==> config.mk <==
export PLATFORM = sky130hd
export DESIGN_NAME = fifo_lvl
export DESIGN_NICKNAME = d
export VERILOG_FILES = /design/src/rtl/fifo_lvl.sv
export SDC_FILE = /design/constraint.sdc
export NUM_CORES = 1
export LEC_CHECK = 0
export CORE_UTILIZATION = 60
export CTS_CLUSTER_SIZE = 24
export DETAILED_ROUTE_END_ITERATION = 12
export PLACE_DENSITY_LB_ADDON = 0.08
export SETUP_SLACK_MARGIN = 0.05
export SYNTH_ARGS = -nofsm -noshare
export SYNTH_HDL_FRONTEND = slang
export SYNTH_SLANG_ARGS = --single-unit
export TNS_END_PERCENT = 100
==> constraint.sdc <==
create_clock -name clk -period 4.4 [get_ports clk]
set_clock_uncertainty 0.1 [all_clocks]
set_input_delay 0.44 -clock clk [delete_from_list [all_inputs] [get_ports clk]]
set_output_delay 0.44 -clock clk [all_outputs]
set_load 0.02 [all_outputs]
==> src/rtl/fifo_lvl.sv <==
// fifo_lvl: parametrised synchronous FIFO for the chargen datapath.
// Active-low strobes and flags. It holds a full DEPTH entries by giving each
// pointer one extra wrap bit. It exports the fill level, the almost-full and
// almost-empty flags, and sticky overflow/underflow flags.
// Optional build macro FIFO_FWFT_EN selects first-word-fall-through output.
// When the macro is undefined, the read is registered with one cycle of latency.
module fifo_lvl #(
    parameter int unsigned DEPTH    = 16,
    parameter int unsigned WIDTH    = 8,
    parameter int unsigned AF_LEVEL = DEPTH - 2,
    parameter int unsigned AE_LEVEL = 2,
    parameter int unsigned AW       = $clog2(DEPTH)
) (
    input  logic             clk,
    input  logic             n_rst,
    input  logic             n_clr,
    input  logic [WIDTH-1:0] port_in,
    input  logic             n_wr,
    output logic [WIDTH-1:0] port_out,
    input  logic             n_rd,
    output logic             n_empty,
    output logic             n_full,
    output logic             n_afull,
    output logic             n_aempty,
    output logic [AW:0]      level,
    output logic             n_ovf,
    output logic             n_udf
);

    localparam logic [AW:0] LVL_FULL = (AW + 1)'(DEPTH);
    localparam logic [AW:0] LVL_AF   = (AW + 1)'(AF_LEVEL);
    localparam logic [AW:0] LVL_AE   = (AW + 1)'(AE_LEVEL);

    logic [WIDTH-1:0] buff [DEPTH];
    logic [AW:0]      rp;
    logic [AW:0]      wp;
    logic             is_empty;
    logic             is_full;
    logic             rd_ok;
    logic             wr_ok;

    // Level and flags decode combinationally from the registered pointers.
    // A write into a full FIFO is still accepted when a read frees the head slot
    // in the same cycle.
    always_comb begin
        level    = wp - rp;
        is_empty = (level == '0);
        is_full  = (level == LVL_FULL);
        n_empty  = ~is_empty;
        n_full   = ~is_full;
        n_afull  = ~(level >= LVL_AF);
        n_aempty = ~(level <= LVL_AE);
        rd_ok    = ~n_rd & ~is_empty;
        wr_ok    = ~n_wr & (~is_full | rd_ok);
    end

    // Pointer registers. The synchronous clear takes priority over both strobes.
    always_ff @(posedge clk or negedge n_rst) begin
        if (!n_rst) begin
            rp <= '0;
            wp <= '0;
        end else if (!n_clr) begin
            rp <= '0;
            wp <= '0;
        end else begin
            if (rd_ok) rp <= rp + 1'b1;
            if (wr_ok) wp <= wp + 1'b1;
        end
    end

    // Sticky error flags. Once a flag drops low, only a clear or a reset raises it again.
    always_ff @(posedge clk or negedge n_rst) begin
        if (!n_rst) begin
            n_ovf <= 1'b1;
            n_udf <= 1'b1;
        end else if (!n_clr) begin
            n_ovf <= 1'b1;
            n_udf <= 1'b1;
        end else begin
            if (!n_wr && !wr_ok) n_ovf <= 1'b0;
            if (!n_rd && is_empty) n_udf <= 1'b0;
        end
    end

    // Storage array, not reset. When full with a read and a write in the same
    // cycle, the head word is read out before it is overwritten.
    always_ff @(posedge clk) begin
        if (n_clr && wr_ok) buff[wp[AW-1:0]] <= port_in;
    end

`ifdef FIFO_FWFT_EN
    // Fall-through: the head word is shown directly. A read strobe only pops it.
    always_comb begin
        port_out = '0;
        if (!is_empty) port_out = buff[rp[AW-1:0]];
    end
`else
    // Registered read. The output holds its value across a clear and a rejected read.
    always_ff @(posedge clk or negedge n_rst) begin
        if (!n_rst) begin
            port_out <= '0;
        end else if (n_clr && rd_ok) begin
            port_out <= buff[rp[AW-1:0]];
        end
    end
`endif

endmodule

# [Word level (Yosys, flattened, before mapping)]
# Memories as Yosys holds them, arrays and structs flattened. A register that Yosys moved wholly into a read port is not among the register bits.
# Cells that the tools add are included.
[word_totals] register_bits=12 latch_bits=0 mem_bits_rw=128 romBits=0 in_bits=13 out_inout_bits=19 word_cells=43 memories=1
[classes] add_sub_neg=3 n_mul=0 div=0 n_lt_le_gt_ge=2 n_eq_ne=5 shifts=0 mux=10 n_bitwise=9 reduce_logical=9
[mem_list] name="buff" words=16 width=8 rd=1 rd_ports_with_merged_regs=1 wr=1 line="34" source="logic [WIDTH-1:0] buff [DEPTH];"
[ops] op="$mux W5" n=4
[ops] op="$add A5 B1 Y5 const B" n=2
[ops] op="$ne A2 B1 Y1 const B" n=4
[ops] op="$mux W1" n=6
[ops] op="$not A1 Y1" n=6
[ops] op="$eq A5 B5 Y1 const B" n=1
[ops] op="$ge A5 B4 Y1 const B" n=1
[ops] op="$le A5 B2 Y1 const B" n=1
[ops] op="$logic_not A5 Y1" n=1
[ops] op="$sub A5 B5 Y5" n=1
[ops] op="$logic_and A1 B1 Y1" n=4
[ops] op="$logic_not A1 Y1" n=4
[ops] op="$and A1 B1 Y1" n=2
[ops] op="$or A1 B1 Y1" n=1

# [Longest topological paths before layout]
[depth] depth_word=10 mapped_depth=11 depth_no_buf=9

# [Worst setup path after synthesis]
# Ideal clock, no wire load.
[synth_path] path_kind="flip-flop to flip-flop" start="register wp[0]" end="memory buff[0][0] (enable)" setup_time_ps=395 arrival_time_ps=3230 required_time_ps=3905 slack_ps=675 path_stages_with_launch=11 n_path_buf=2 period_less_slack_ps=3725 cell_sequence="dfrtp_1 inv_1 ha_1 fa_1 xnor2_2 and4bb_1 or2_1 buf_2 and3_4 buf_6 nor4_1"
[synth_between] elab_chain_len=9 elab_cells_between_ends=11 classes_between="1 x add/sub; 1 x eq/ne; 2 x mux; 5 x bitwise; 2 x reduce/logical"
[synth_lines] item="start: declaration" line="36" source="logic [AW:0] wp;"
[synth_lines] item="start signal: assignment" line="67" source="if (wr_ok) wp <= wp + 1'b1;"
[synth_lines] item="$sub A5 B5 Y5 *" line="46" source="level = wp - rp;"
[synth_lines] item="named net level[2]" line="25" source="output logic [AW:0] level,"
[synth_lines] item="$logic_not A5 Y1" line="47" source="is_empty = (level == '0);"
[synth_lines] item="$not A1 Y1" line="53" source="rd_ok = ~n_rd & ~is_empty;"
[synth_lines] item="$and A1 B1 Y1" line="53"
[synth_lines] item="$or A1 B1 Y1 *" line="54" source="wr_ok = ~n_wr & (~is_full | rd_ok);"
[synth_lines] item="$and A1 B1 Y1 *" line="54"
[synth_lines] item="$logic_and A1 B1 Y1 *" line="88" source="if (n_clr && wr_ok) buff[wp[AW-1:0]] <= port_in;"
[synth_lines] item="$mux W1 *" line="88"
[synth_lines] item="$mux W1 (not written as such) *" line="88"
[synth_lines] item="end: declaration" line="34"
# The timed path passes the listed nets; every way through them passes the cells marked *.

# [Worst setup path after layout]
[layout_path] start="register wp[0]" end="output n_aempty"
[layout_between] elab_chain_len=3
[layout_lines] item="$sub A5 B5 Y5" line="46"
[layout_lines] item="$le A5 B2 Y1" line="52" source="n_aempty = ~(level <= LVL_AE);"
[layout_lines] item="$not A1 Y1" line="52"
[layout_lines] item="end: declaration" line="24" source="output logic n_aempty,"
# Every way passes these cells.

==> results.md <==
- Avg WL per Cell: 22.83 um
- Worst Tran Pin Value: 1.115 ns
- Die Y: 104.3 um
- Mapped cell area: 6280 um^2
- Vias in the first global route: 3553
- Sequential-to-total area share from yosys stat: 69.22%
- Worst slack, placed: 0.7733 ns
- Min Tclk post-route: 4.150 ns
- Setup bufs post-CTS: 0
- Hold Slack: 0.3756 ns
- CTS Hold Bufs: 0
- ANT cells: 0
- GP Congestion: 0.8523
- Die Wd: 104.3 um
- Largest net degree at the start of global routing: 37
- Endpoints failing setup: 0
- Pleak: 2.459 nW
- # DRC: 0
- Area Overhead vs Synth: 18.01%
- I/O pin count: 32
- Pre-Repair DR Iteration Count: 6
- Sinks on Clock Net: 148
- Gr ovfl total: 0
- Non-Filler Instances: 561
- Outcome: completed
- Largest area contributor in the netlist: edfxtp_1
- Met1 WL: 5315 um
- All-layer global routing usage: 26.18%
- Resize count post-CTS: 0
- Cells after synthesis: 364
- CP Max Fanout: 10
- # placed instances: 529
- Post-synth top cells: edfxtp_1 (128), mux4_2 (32), nand2_1 (24), dfrtp_1 (18)
- Syn Area/Cell: 17.25 um^2
- Power Dens Cells: 618.4 nW/um^2
- Total wire length: 12810 um
- Routed Antenna Nets: 0
- Met2 wire len: 6460 um
- Hold Vio Cnt, Final: 0
- Port Buffers: 31
- Crit path arrival time: 3.61 ns
- Synth unique cells: 49
- Final Util: 74.45%
- Asr flop ratio synth: 13.51%
- Synth warn: 0
- Htree depth: 4
- Via density: 6.340
- Unrepaired setup endpoints after global routing: false
- WL met3: 820 um
- Max Cap Viol: 0
- Hold depth: 2
- DP HPWL: 7844 um
- Setup WS post-layout: 0.2503 ns
- Die Footprint: 10880 um^2
- Most common cell in the netlist: edfxtp_1
- Hold Path Class: flip-flop to flip-flop
- CP Class: flip-flop to output pin
- NumNets Final: 438
- CORE AREA: 9955 um^2
- Initial antenna violation count: 0
- CP required: 3.86 ns
- Final TNS setup: 0 ns
- CP startpoint kind: flip-flop
- Reg2Reg Depth: 8
- Yosys top cell area share: 61.21%
- Syn_nets: 387
- EDFF count, synth: 128
- Ys flop type: edfxtp_1
- Skew-Pair Late Insertion Delay: 0.53 ns
- #FFs+latches synth: 148
- Pins Over Slew Limit: 0
- CTS clk-pin slew, worst paths: 0.06 ns
- Setup crit end kind: output pin
- CTS buffer count: 17
- Rel. slew slack: 25.45%
- VDD IR max: 0.0005041 V
- Highest Signal Layer: met4
- CTS tree: yes
- CTS max path bufs: 2
- First-pass GRT wire length: 20200 um
- Starting density of the core: 63.08%
- Root buffer cell: clkbuf_8
- Cell types occupying the most area after synthesis: edfxtp_1 (61%), mux4_2 (11%), dfrtp_1 (7.2%)
- Share of layout cells above drive strength 1: 24.07%
- DRT iter0 DRCs: 230
- Via Count: 3557
- Final Cycle Share: 94.31%
- Num rows: 36
- Fmax: 241.0 MHz
[kinds of logic (layout without fill, tap and decap cells)]
| logic type | count (synthesis) | count (layout) | share of synthesized area (%) |
|---|---|---|---|
| adders and majority gates | 10 | 10 | 2.112 |
| and+or+nand+nor | 87 | 87 | 7.113 |
| buffers and inverters | 27 | 91 | 1.992 |
| muxes | 45 | 45 | 13.71 |
| DFF | 148 | 148 | 69.22 |
| AOI/OAI and AO/OA | 43 | 43 | 4.762 |
| xor gates and xnor gates | 4 | 4 | 1.096 |
[through the flow]
stage                     area [um^2]  power, mW
after detailed placement         6812      3.161
after global placement           6812      3.126
after floorplan                  6280      2.690
after global routing             7411      4.782
final                            7411      4.583
after CTS                        7411      4.615
[final cells by class]
cell class / count / area, um^2
clock buffers: 20 / 445.4
inverters: 9 / 36.28
repair buffers: 50 / 452.9
well taps: 133 / 166.4
flip-flops and latches: 148 / 4348
multi-input cells: 189 / 1808
fillers: 604 / 2544
clock inverters: 12 / 153.9
[worst paths after layout]
kind,start,end,slack [ns]
max reg2reg,wp[0],buff[8][5],0.98
min in group asynchronous,n_rst,wp[4],0.40
min,n_udf,n_udf,0.38
min reg2reg,n_udf,n_udf,0.38
max in group asynchronous,n_rst,rp[0],3.04
max,wp[0],n_aempty,0.25
[metal layers]
layer | up-vias | global-route usage, %
li1 | 1558 | -
met1 | 1829 | 34.63
met2 | 154 | 40.63
met3 | 16 | 8.835
met4 | 0 | 9.796
met5 | - | 0
[registers in the layout (all words and copies together), names as in the netlist]
name,cells
n_ovf,1
rp,5
port_out,8
buff,128
n_udf,1
wp,5
[report_power, final]
group,internal (mW),switching [mW],total [mW]
clock,0.893,0.553,1.45
sequential,1.62,0.0556,1.68
combinational,0.664,0.795,1.46
[cells in the final DEF (no fill, tap or decap), types with 6 or more instances in the layout]
cell type | netlist | routed
buf_4 | 0 | 19
nor3_1 | 13 | 13
ha_1 | 9 | 9
nand3_1 | 9 | 9
nand2_1 | 24 | 24
mux4_2 | 32 | 32
clkbuf_16 | 0 | 16
o22ai_1 | 16 | 16
clkdlybuf4s50_1 | 0 | 31
mux2_2 | 8 | 8
dfrtp_1 | 18 | 17
edfxtp_1 | 128 | 128
nand2b_1 | 8 | 8
nor2_1 | 16 | 16
inv_1 | 8 | 8
clkinvlp_4 | 0 | 6
[critical path, stage by stage (launching register included)]
cell             delay (ns)
dfrtp_1                0.43
inv_1                  0.12
ha_1                   0.22
fa_1                   0.44
nand2b_1               0.19
a21oi_2                0.23
xor2_4                 0.32
inv_4                  0.10
or4_1                  0.49
clkdlybuf4s50_1        0.56
No activity file was read; power rests on OpenSTA's default activity.
